`src/rtl/approx_err_monitor_pkg.sv`:
```
// approx_err_monitor_pkg
//   Shared definitions for the approximate-multiplier error monitors:
//   default operand/counter widths, FSM state encoding and the drain length
//   of the two-stage statistics pipeline.
package approx_err_monitor_pkg;

    localparam int unsigned DEF_W     = 4;
    localparam int unsigned DEF_CNT_W = 16;

    // Edges between the acceptance of the last sample and done.
    localparam int unsigned DRAIN_LAT = 2;
    localparam logic [1:0]  DRAIN_LOAD = 2'(DRAIN_LAT - 1);

    typedef enum logic [1:0] {
        ST_IDLE  = 2'd0,
        ST_RUN   = 2'd1,
        ST_DRAIN = 2'd2,
        ST_DONE  = 2'd3
    } state_e;

endpackage

```
`src/rtl/approx_err_monitor_exact_mult.sv`:
```
// exact_mult
//   Combinational unsigned W x W multiplier giving the full 2W-bit product.
//   Serves as the reference against which the approximate product is judged.
// Ports:
//   a, b : W-bit unsigned operands
//   p    : 2W-bit exact product
module exact_mult #(
    parameter int unsigned W = 4
) (
    input  logic [W-1:0]   a,
    input  logic [W-1:0]   b,
    output logic [2*W-1:0] p
);

    assign p = {{W{1'b0}}, a} * {{W{1'b0}}, b};

endmodule

```
`src/rtl/approx_err_monitor.sv`:
```
// approx_err_monitor
//   Streams (a, b, approximate product) samples over valid/ready and keeps
//   accuracy statistics: sample count, exact-match count, summed error
//   distance and the worst error distance together with its operands.
// Ports:
//   clk, rst_n            : clock, asynchronous active-low reset
//   start                 : clears statistics and begins a run (IDLE/DONE only)
//   in_valid / in_ready   : sample handshake; in_ready is high only in RUN
//   in_a, in_b, in_y      : operands and approximate product under test
//   in_last               : final sample of the run
//   busy, done            : run in progress / statistics final
//   n_total, n_correct    : accepted and exactly-correct sample counts
//   sum_ed, max_ed        : summed and largest error distance
//   worst_a, worst_b      : operands of the first sample that reached max_ed
//
// state    | meaning
// ---------+-----------------------------------------------------------
// ST_IDLE  | after reset, waiting for start
// ST_RUN   | accepting samples, in_ready high
// ST_DRAIN | last sample accepted, pipeline emptying (down-counter)
// ST_DONE  | statistics final and stable until start or reset
module approx_err_monitor
    import approx_err_monitor_pkg::*;
#(
    parameter int unsigned W     = DEF_W,
    parameter int unsigned CNT_W = DEF_CNT_W
) (
    input  logic                  clk,
    input  logic                  rst_n,
    input  logic                  start,
    input  logic                  in_valid,
    output logic                  in_ready,
    input  logic [W-1:0]          in_a,
    input  logic [W-1:0]          in_b,
    input  logic [2*W-1:0]        in_y,
    input  logic                  in_last,
    output logic                  busy,
    output logic                  done,
    output logic [CNT_W-1:0]      n_total,
    output logic [CNT_W-1:0]      n_correct,
    output logic [CNT_W+2*W-1:0]  sum_ed,
    output logic [2*W-1:0]        max_ed,
    output logic [W-1:0]          worst_a,
    output logic [W-1:0]          worst_b
);

    localparam int unsigned PW = 2 * W;
    localparam int unsigned SW = CNT_W + PW;

    function automatic logic [CNT_W-1:0] sat_inc(input logic [CNT_W-1:0] x);
        return (&x) ? x : x + CNT_W'(1);
    endfunction

    function automatic logic [SW-1:0] sat_add(input logic [SW-1:0] x,
                                              input logic [PW-1:0] e);
        logic [SW:0] s;
        s = {1'b0, x} + {{(CNT_W + 1){1'b0}}, e};
        return s[SW] ? {SW{1'b1}} : s[SW-1:0];
    endfunction

    // ---------------- control FSM ----------------
    state_e     state_q, state_d;
    logic [1:0] drain_cnt_q, drain_cnt_d;
    logic       in_ready_q, in_ready_d;
    logic       busy_q, busy_d;
    logic       done_q, done_d;

    logic accept;
    logic clear;

    assign accept = in_valid && in_ready_q;
    assign clear  = start && ((state_q == ST_IDLE) || (state_q == ST_DONE));

    always_comb begin
        state_d     = state_q;
        drain_cnt_d = drain_cnt_q;
        case (state_q)
            ST_IDLE:  if (start) state_d = ST_RUN;
            ST_RUN: begin
                if (accept && in_last) begin
                    state_d     = ST_DRAIN;
                    drain_cnt_d = DRAIN_LOAD;
                end
            end
            ST_DRAIN: begin
                if (drain_cnt_q == 2'd0) state_d = ST_DONE;
                else                     drain_cnt_d = drain_cnt_q - 2'd1;
            end
            ST_DONE:  if (start) state_d = ST_RUN;
            default:  state_d = ST_IDLE;
        endcase
        // Outputs are registered from the next state so they change on the
        // same edge as the state itself.
        in_ready_d = (state_d == ST_RUN);
        busy_d     = (state_d == ST_RUN) || (state_d == ST_DRAIN);
        done_d     = (state_d == ST_DONE);
    end

    always_ff @(posedge clk or negedge rst_n) begin
        if (!rst_n) begin
            state_q     <= ST_IDLE;
            drain_cnt_q <= 2'd0;
            in_ready_q  <= 1'b0;
            busy_q      <= 1'b0;
            done_q      <= 1'b0;
        end else begin
            state_q     <= state_d;
            drain_cnt_q <= drain_cnt_d;
            in_ready_q  <= in_ready_d;
            busy_q      <= busy_d;
            done_q      <= done_d;
        end
    end

    // ---------------- stage 1: exact product and error distance ----------------
    logic [PW-1:0] exact_p;
    logic [PW-1:0] ed_now;

    exact_mult #(.W(W)) u_exact (
        .a (in_a),
        .b (in_b),
        .p (exact_p)
    );

    logic          s1_vld_q, s1_vld_d;
    logic [W-1:0]  s1_a_q, s1_a_d;
    logic [W-1:0]  s1_b_q, s1_b_d;
    logic [PW-1:0] s1_ed_q, s1_ed_d;

    always_comb begin
        ed_now   = (exact_p >= in_y) ? (exact_p - in_y) : (in_y - exact_p);
        s1_vld_d = accept;
        s1_a_d   = accept ? in_a   : s1_a_q;
        s1_b_d   = accept ? in_b   : s1_b_q;
        s1_ed_d  = accept ? ed_now : s1_ed_q;
    end

    always_ff @(posedge clk or negedge rst_n) begin
        if (!rst_n) begin
            s1_vld_q <= 1'b0;
            s1_a_q   <= '0;
            s1_b_q   <= '0;
            s1_ed_q  <= '0;
        end else begin
            s1_vld_q <= s1_vld_d;
            s1_a_q   <= s1_a_d;
            s1_b_q   <= s1_b_d;
            s1_ed_q  <= s1_ed_d;
        end
    end

    // ---------------- stage 2: accumulators ----------------
    logic [CNT_W-1:0] acc_total_q, acc_total_d;
    logic [CNT_W-1:0] acc_correct_q, acc_correct_d;
    logic [SW-1:0]    acc_sum_q, acc_sum_d;
    logic [PW-1:0]    acc_max_q, acc_max_d;
    logic [W-1:0]     acc_wa_q, acc_wa_d;
    logic [W-1:0]     acc_wb_q, acc_wb_d;

    always_comb begin
        acc_total_d   = acc_total_q;
        acc_correct_d = acc_correct_q;
        acc_sum_d     = acc_sum_q;
        acc_max_d     = acc_max_q;
        acc_wa_d      = acc_wa_q;
        acc_wb_d      = acc_wb_q;
        if (clear) begin
            acc_total_d   = '0;
            acc_correct_d = '0;
            acc_sum_d     = '0;
            acc_max_d     = '0;
            acc_wa_d      = '0;
            acc_wb_d      = '0;
        end else if (s1_vld_q) begin
            acc_total_d = sat_inc(acc_total_q);
            if (s1_ed_q == '0) acc_correct_d = sat_inc(acc_correct_q);
            acc_sum_d = sat_add(acc_sum_q, s1_ed_q);
            // Strictly greater keeps the first sample on ties.
            if (s1_ed_q > acc_max_q) begin
                acc_max_d = s1_ed_q;
                acc_wa_d  = s1_a_q;
                acc_wb_d  = s1_b_q;
            end
        end
    end

    always_ff @(posedge clk or negedge rst_n) begin
        if (!rst_n) begin
            acc_total_q   <= '0;
            acc_correct_q <= '0;
            acc_sum_q     <= '0;
            acc_max_q     <= '0;
            acc_wa_q      <= '0;
            acc_wb_q      <= '0;
        end else begin
            acc_total_q   <= acc_total_d;
            acc_correct_q <= acc_correct_d;
            acc_sum_q     <= acc_sum_d;
            acc_max_q     <= acc_max_d;
            acc_wa_q      <= acc_wa_d;
            acc_wb_q      <= acc_wb_d;
        end
    end

    // ---------------- output registers ----------------
    // Published one edge after the accumulators so a sample's statistics
    // become visible together with done at the end of the drain.
    logic [CNT_W-1:0] n_total_q, n_total_d;
    logic [CNT_W-1:0] n_correct_q, n_correct_d;
    logic [SW-1:0]    sum_ed_q, sum_ed_d;
    logic [PW-1:0]    max_ed_q, max_ed_d;
    logic [W-1:0]     worst_a_q, worst_a_d;
    logic [W-1:0]     worst_b_q, worst_b_d;

    always_comb begin
        n_total_d   = clear ? '0 : acc_total_q;
        n_correct_d = clear ? '0 : acc_correct_q;
        sum_ed_d    = clear ? '0 : acc_sum_q;
        max_ed_d    = clear ? '0 : acc_max_q;
        worst_a_d   = clear ? '0 : acc_wa_q;
        worst_b_d   = clear ? '0 : acc_wb_q;
    end

    always_ff @(posedge clk or negedge rst_n) begin
        if (!rst_n) begin
            n_total_q   <= '0;
            n_correct_q <= '0;
            sum_ed_q    <= '0;
            max_ed_q    <= '0;
            worst_a_q   <= '0;
            worst_b_q   <= '0;
        end else begin
            n_total_q   <= n_total_d;
            n_correct_q <= n_correct_d;
            sum_ed_q    <= sum_ed_d;
            max_ed_q    <= max_ed_d;
            worst_a_q   <= worst_a_d;
            worst_b_q   <= worst_b_d;
        end
    end

    assign in_ready  = in_ready_q;
    assign busy      = busy_q;
    assign done      = done_q;
    assign n_total   = n_total_q;
    assign n_correct = n_correct_q;
    assign sum_ed    = sum_ed_q;
    assign max_ed    = max_ed_q;
    assign worst_a   = worst_a_q;
    assign worst_b   = worst_b_q;

endmodule

```
`config.mk`:
```
export PLATFORM = sky130hd
export DESIGN_NAME = approx_err_monitor
export DESIGN_NICKNAME = d
export VERILOG_FILES = /design/src/rtl/approx_err_monitor_pkg.sv /design/src/rtl/approx_err_monitor_exact_mult.sv /design/src/rtl/approx_err_monitor.sv
export SDC_FILE = /design/constraint.sdc
export NUM_CORES = 1
export LEC_CHECK = 0
export BUFFER_PORTS_ARGS = -buffer_cell sky130_fd_sc_hd__clkbuf_2
export CAP_MARGIN = 20
export CORE_MARGIN = 3
export CORE_UTILIZATION = 50
export DETAILED_ROUTE_END_ITERATION = 10
export HOLD_SLACK_MARGIN = 0.12
export PLACE_DENSITY = 0.7
export SLEW_MARGIN = 25
export SYNTH_ARGS = -nofsm -noshare
export SYNTH_HDL_FRONTEND = slang
export SYNTH_SLANG_ARGS = --single-unit
```
`constraint.sdc`:
```
create_clock -name clk -period 3.2 [get_ports clk]
set_input_delay 0 -clock clk [delete_from_list [all_inputs] [get_ports clk]]
set_output_delay 0 -clock clk [all_outputs]
set_load 0.01 [all_outputs]
```
**Word-level counts from Yosys, hierarchy flattened**

Cells that the tools add are included.

- Bits in read-only memories: 0
- Output and inout port bits: 75
- Register bits after elaboration: 168
- Bits in latches: 0
- Word-level logic and storage cells: 92
- Memories: 0
- RAM bits: 0
- Bits of input ports: 21

- Multipliers: 1
- Eq/ne operators: 10
- Order comparisons: 2
- Reduce and logical (&&, ||, !) cells: 19
- Div/mod/pow operators: 0
- Bitwise gates (word level): 0
- Multiplexer cells: 33
- Shift operators: 0
- Add/subtract/negate cells: 6

Operator list:

| cell | number |
|---|---|
| two-way mux 16 bit | 9 |
| two-way mux 24 bit | 4 |
| two-way mux 8 bit | 5 |
| adder 16 x 1 -> 16 bit, second input constant | 2 |
| two-way mux 4 bit | 8 |
| AND reduction 16 bit | 2 |
| adder 24 x 8 -> 25 bit | 1 |
| subtractor 8 bit | 2 |
| two-way mux 2 bit | 5 |
| == test 2 bit, second input constant | 4 |
| >= comparator 8 bit | 1 |
| greater-than comparator 8 bit | 1 |
| logical NOT 8 bit | 1 |
| multiplier 4 x 4 -> 8 bit | 1 |
| inequality test 2 bit, second input constant | 4 |
| nonzero test 2 bit | 4 |
| one-hot mux 2 bit (3 select lines) | 1 |
| AND reduction 3 bit | 2 |
| == test 2 x 1 -> 1 bit, second input constant | 2 |
| logical NOT 2 bit | 2 |
| one-hot mux 2 bit (2 select lines) | 1 |
| AND reduction 2 bit | 2 |
| logical AND 1 bit | 3 |
| logical OR 1 bit | 2 |
| 2 further kinds | 2 |

**Depth between registers and ports, before layout**

- Depth after elaboration: 6
- Mapped depth: 18
- Gate-level depth less buffers: 17

**Cells and area by module**

From an unflattened synthesis, not the netlist that was laid out.

- Cells, all modules: 834
- Area, all modules: 8524.4 sq um

By module, submodules not included:

| module | area each (sq um) | sequential area each (sq um) | cells an instance | times used |
|---|---|---|---|---|
| approx_err_monitor | 8076.5 | 4204.0 | 783 | 1 |
| exact_mult | 447.9 | 0.0 | 51 | 1 |

**Least setup slack after synthesis**

No wires, ideal clock.

- Path type: input-to-reg
- From: in in_a[0]
- To: reg s1_ed_q[3]
- Cell stages on the path: 18
- Path buffers: 1
- Arrival time: 3586 ps
- Setup time: 95 ps
- Slack: -481 ps
- Required time: 3105 ps
- Path through: nand2_1 fa_1 inv_1 fa_1 ha_1 a21o_1 a21oi_1 o21bai_1 a21oi_1 xnor2_1 ha_1 a21oi_1 o21a_1 o21ai_2 buf_6 mux2_4 o21a_1 o31ai_1

- Longest elaborated chain between the ends: 3
- Elaborated cells between the ends (all ways): 5
- Those cells by class: add/sub (2); mul (1); order compare (1); mux (1)

RTL lines:

| element | line | source |
|---|---|---|
| start: declaration | approx_err_monitor.sv:33 | `input logic [W-1:0] in_a,` |
| multiplier 4 x 4 -> 8 bit * | approx_err_monitor_exact_mult.sv:15 | `assign p = {{W{1'b0}}, a} * {{W{1'b0}}, b};` |
| subtractor 8 bit / >= comparator 8 bit (equally long branches) | approx_err_monitor.sv:131 | `ed_now = (exact_p >= in_y) ? (exact_p - in_y) : (in_y - exact_p);` |
| two-way mux 8 bit * | approx_err_monitor.sv:131 |  |
| end signal: assignment | approx_err_monitor.sv:143 | `s1_ed_q <= '0;` |
| end signal: assignment | approx_err_monitor.sv:148 | `s1_ed_q <= s1_ed_d;` |
| end: declaration | approx_err_monitor.sv:128 | `logic [PW-1:0] s1_ed_q, s1_ed_d;` |

Mark *: on every way between the ends. The rest lies on a longest branch, timed or not.
A chain may end at the register's enable or synchronous reset.

**Final worst setup path**

- From: in in_a[2]
- To: reg s1_ed_q[3]

Same word-level chain as after synthesis.

==> impl_results.md <==
- Status: finished, violations left
- Failing checks: setup timing
- Arrival time worst endpoint: 3.74 ns
- Share of total power consumed by net switching: 34.5%
- Required time of the critical path: 3.53 ns
- Sinks on Clock Net: 168
- Via-to-Cell Ratio: 5.21
- Remaining routing DRC violations: 0
- Area of the core: 0.0166 mm2
- Max Clock Skew: 0.0142 ns
- Net switching power: 2.61 mW
- Initial standard-cell utilization of the core: 51.3%
- Family with the most delay on the worst path: adder cells
- Final cell count without fillers: 1242
- Clock tree from TritonCTS: built
- Count of pins on the block boundary: 96
- Clock insertion delay at the later pin of the skew report: 0.43 ns
- Total Routed Length: 18.1 mm
- TritonCTS Buffers: 17
- Buffers & Inverters on Critical Path: 2
- Total half-perimeter wirelength after legalization and detailed placement: 12.8 mm
- Portion of the post-synthesis area used by sequential elements: 49.2%
- Total of buffers placed on input and output ports: 95
- Routed vias: 6465
- Total global routing track utilization: 20.4%
- Final Hold Viols: 0
- Slew HR: 56.5%
- Pre-CTS setup slack: -0.777 ns
- Final Critical Period: 3.40 ns
- Final cycle utilization of the critical path: 106%
- Number of placed instances, taps included: 1183
- Post-route worst setup slack: -0.205 ns
- Vias in the first global route: 6275
- Setup crit end kind: flip-flop
- Post-synthesis cell count: 855
- Placed standard-cell area: 0.00951 mm2
- Buffer depth of the longest clock path: 2
- Crit-path max cell delay: 0.54 ns
- Cell area after synthesis: 0.00854 mm2
- Number of enable-type register cells in the synthesized netlist: 0
- Die width: 137 um
- Final setup viols: 7
- Global-route wire length before repair: 30.4 mm
- Area grow syn2layout: 22.8%
- Most used flip-flop cell after synthesis: sky130_fd_sc_hd__dfrtp_1
- Critical Setup Path Class: input pin to flip-flop
- Area of all placed cells without fillers: 0.0105 mm2
- Count of antenna diodes in the layout: 0
- P per Cell Area: 722 mW/mm2
- Relative contribution of the clock network to total power: 28.6%
- Maximum frequency from static timing analysis: 0.294 GHz
- Peak fanout along the critical path: 6
- # Max-Cap Violations: 0
- Pint: 4.95 mW
- Post-DR wirelength/cell: 14.6 um
- Leak pwr: 5.40 nW
- Post-synthesis net count: 933
- Max-slew violation count: 0
- Number of violations reported at the end of detailed-routing iteration 0: 372
- Yosys warnings: 0
- Share of final-layout standard cells stronger than drive strength 1: 20.0%
- Hold Crit Class: input pin to asynchronous set/reset pin
- Seq cells post-synth: 168
- Post-Route Setup TNS: -0.929 ns
- Power after layout: 7.57 mW
- Placer congestion estimate: 0.861
- Die area: 0.0187 mm2
- Reg clk slew, reported paths: 0.06 ns
- CTS root buffer: sky130_fd_sc_hd__clkbuf_16
- Congestion Overflow GR: 0
- Net count of the finished layout: 1087
- Highest ir drop seen on vdd: 465 uV
- Cell Rows: 47
- Fillcell total: 1362
- Maximum number of pins on one net before global-route repair: 104
- Number of H-tree levels: 4
- Antenna Nets Post-Route: 0
- Mean post-synth cell area: 9.99 um2
- Setup repair after global routing missed its margin: yes
- Share of synthesized flip-flops with an asynchronous set or reset: 100%
- Cell Chain, Critical Path: clkbuf_16, nand2_8, fa_1, inv_1, fa_1, ha_1, a21o_1, a21oi_2, o21bai_1, a21oi_2, xnor2_1, ha_1, nand4_1, o21ai_4, mux2_4, o21a_1, o31ai_1
- Kind of start point of the critical path: input pin
- Fraction of power consumed by combinational cells: 34.3%
- Critical-path cell with the highest stage delay: sky130_fd_sc_hd__fa_1
- Height of the die: 137 um
- Antenna violations before repair: 0
- Seq pwr share: 37.1%
- Number of unique standard cell types used by synthesis: 59
- Slew @ Worst Pin: 0.652 ns
- First-pass iteration count of the detailed router: 6
-- cell usage after synthesis (9+ instances only) --
master	count	area share [%]
sky130_fd_sc_hd__clkbuf_1	24	1.1
sky130_fd_sc_hd__and4_1	9	0.92
sky130_fd_sc_hd__and2_1	63	4.6
sky130_fd_sc_hd__nand3_1	20	1.2
sky130_fd_sc_hd__nor2_1	60	2.6
sky130_fd_sc_hd__a21o_1	11	0.97
sky130_fd_sc_hd__a21oi_1	33	1.9
sky130_fd_sc_hd__ha_1	50	7.3
sky130_fd_sc_hd__a31oi_1	10	0.73
sky130_fd_sc_hd__nand2_1	102	4.5
sky130_fd_sc_hd__inv_1	78	3.4
sky130_fd_sc_hd__xor2_1	21	2.2
sky130_fd_sc_hd__o31ai_1	13	1.1
sky130_fd_sc_hd__mux2i_1	24	2.8
sky130_fd_sc_hd__xnor2_1	13	1.3
sky130_fd_sc_hd__dfrtp_1	168	49
sky130_fd_sc_hd__nor3_1	16	0.94
sky130_fd_sc_hd__nand4_1	9	0.66
sky130_fd_sc_hd__and3_1	12	0.88
sky130_fd_sc_hd__o21ai_0	39	2.3
-- state kept, by name, indices dropped and copies added (netlist names), 2 cells and up --
name           flops
max_ed             8
s1_ed_q            8
acc_wb_q           4
state_q            2
sum_ed            24
drain_cnt_q        2
worst_b            4
acc_correct_q     16
acc_total_q       16
worst_a            4
n_total           16
n_correct         16
acc_wa_q           4
acc_max_q          8
s1_a_q             4
acc_sum_q         24
s1_b_q             4
-- worst paths after layout --
path | endpoint | slack, ns | startpoint | cells after the start
max | s1_ed_q[3] | -0.20 | in_a[2] | 17
min | acc_max_q[1] | 0.09 | rst_n | 2
max reg2reg | acc_sum_q[17] | 0.44 | s1_ed_q[0] | 9
min reg2reg | worst_a[0] | 0.46 | acc_wa_q[0] | 2
max in group asynchronous | acc_correct_q[14] | 2.05 | rst_n | 4
min in group clk | s1_ed_q[1] | 0.13 | in_y[1] | 4
-- kinds of logic after synthesis --
group                    synth area share (%)
AO/OA/AOI/OAI                            11.6
buffers and inverters                    5.10
multiplexers                             3.56
AND/OR/NAND/NOR                          18.1
adder cells (fa/ha/maj)                  8.97
XOR/XNOR                                 3.49
flip-flops                               49.2
-- layout make-up --
cell class | instances | area [um2] | share of cell area (%)
clock buffer | 21 | 470 | 4.49
clock inverter | 11 | 158 | 1.50
inverter | 78 | 293 | 2.79
multi-input combinational | 578 | 3960 | 37.7
sequential | 168 | 4200 | 40.1
tap | 220 | 275 | 2.62
timing repair buffer | 166 | 1130 | 10.8
-- power groups by stage --
| stage | combinational (mW) | sequential, mW | clock, mW |
|---|---|---|---|
| 4_1_cts | 2.60 | 2.81 | 2.20 |
| 3_5_place_dp | 2.47 | 2.84 | 0 |
| 2_1_floorplan | 1.68 | 2.82 | 0 |
| 3_3_place_gp | 2.42 | 2.84 | 0 |
| 5_1_grt | 2.95 | 2.85 | 2.30 |
| 6_report | 2.60 | 2.81 | 2.16 |
-- metrics by stage --
stage / util [%] / hold slack [ns]
floorplan: - / -0.296
global placement: 57.2 / 0.185
detailed placement: 57.2 / 0.190
CTS: 62.7 / 0.126
global route: 63.0 / 0.123
finish: 63.0 / 0.0867
-- cell usage in the layout, fill, tap and decap left out, drive strengths merged, types with 6 or more instances in the layout --
cell type	count
dfrtp	168
clkbuf	115
nand2	102
inv	83
and2	63
nor2	61
buf	51
ha	50
o21ai	40
a21oi	33
mux2i	24
xor2	21
dlygate4sd3	21
nand3	20
nor3	16
xnor2	13
o31ai	13
and3	12
a21o	12
a31oi	11
and4	11
nand4	9
or3	8
fa	7
o21a	6
-- worst register-to-register path: cells and delay by family (launching register included) --
kind	cells	cell delay, ns
buffers and inverters	1	0.06
flip-flops	1	0.45
adder cells (fa/ha/maj)	2	0.62
AO/OA/AOI/OAI	4	1.26
AND/OR/NAND/NOR	2	0.26
-- metal layers --
layer	track usage, %	routed length (um)	vias to the layer above
li1	-	-	3195
met1	27.8	8450	3091
met2	32.9	8590	150
met3	3.57	712	29
met4	7.61	375	0
met5	0	0	-
-- what timing repair did --
| action | in CTS | in global routing |
|---|---|---|
| pin swaps | 9 | 5 |
| endpoints found under the hold margin | 121 | 0 |
| setup endpoints to repair | 7 | 7 |
| gates resized for setup | 10 | 4 |
| setup buffers | 4 | 1 |
| cloned | 0 | 0 |
| hold buffers | 21 | 0 |
Power figures use the tool's default switching activity.
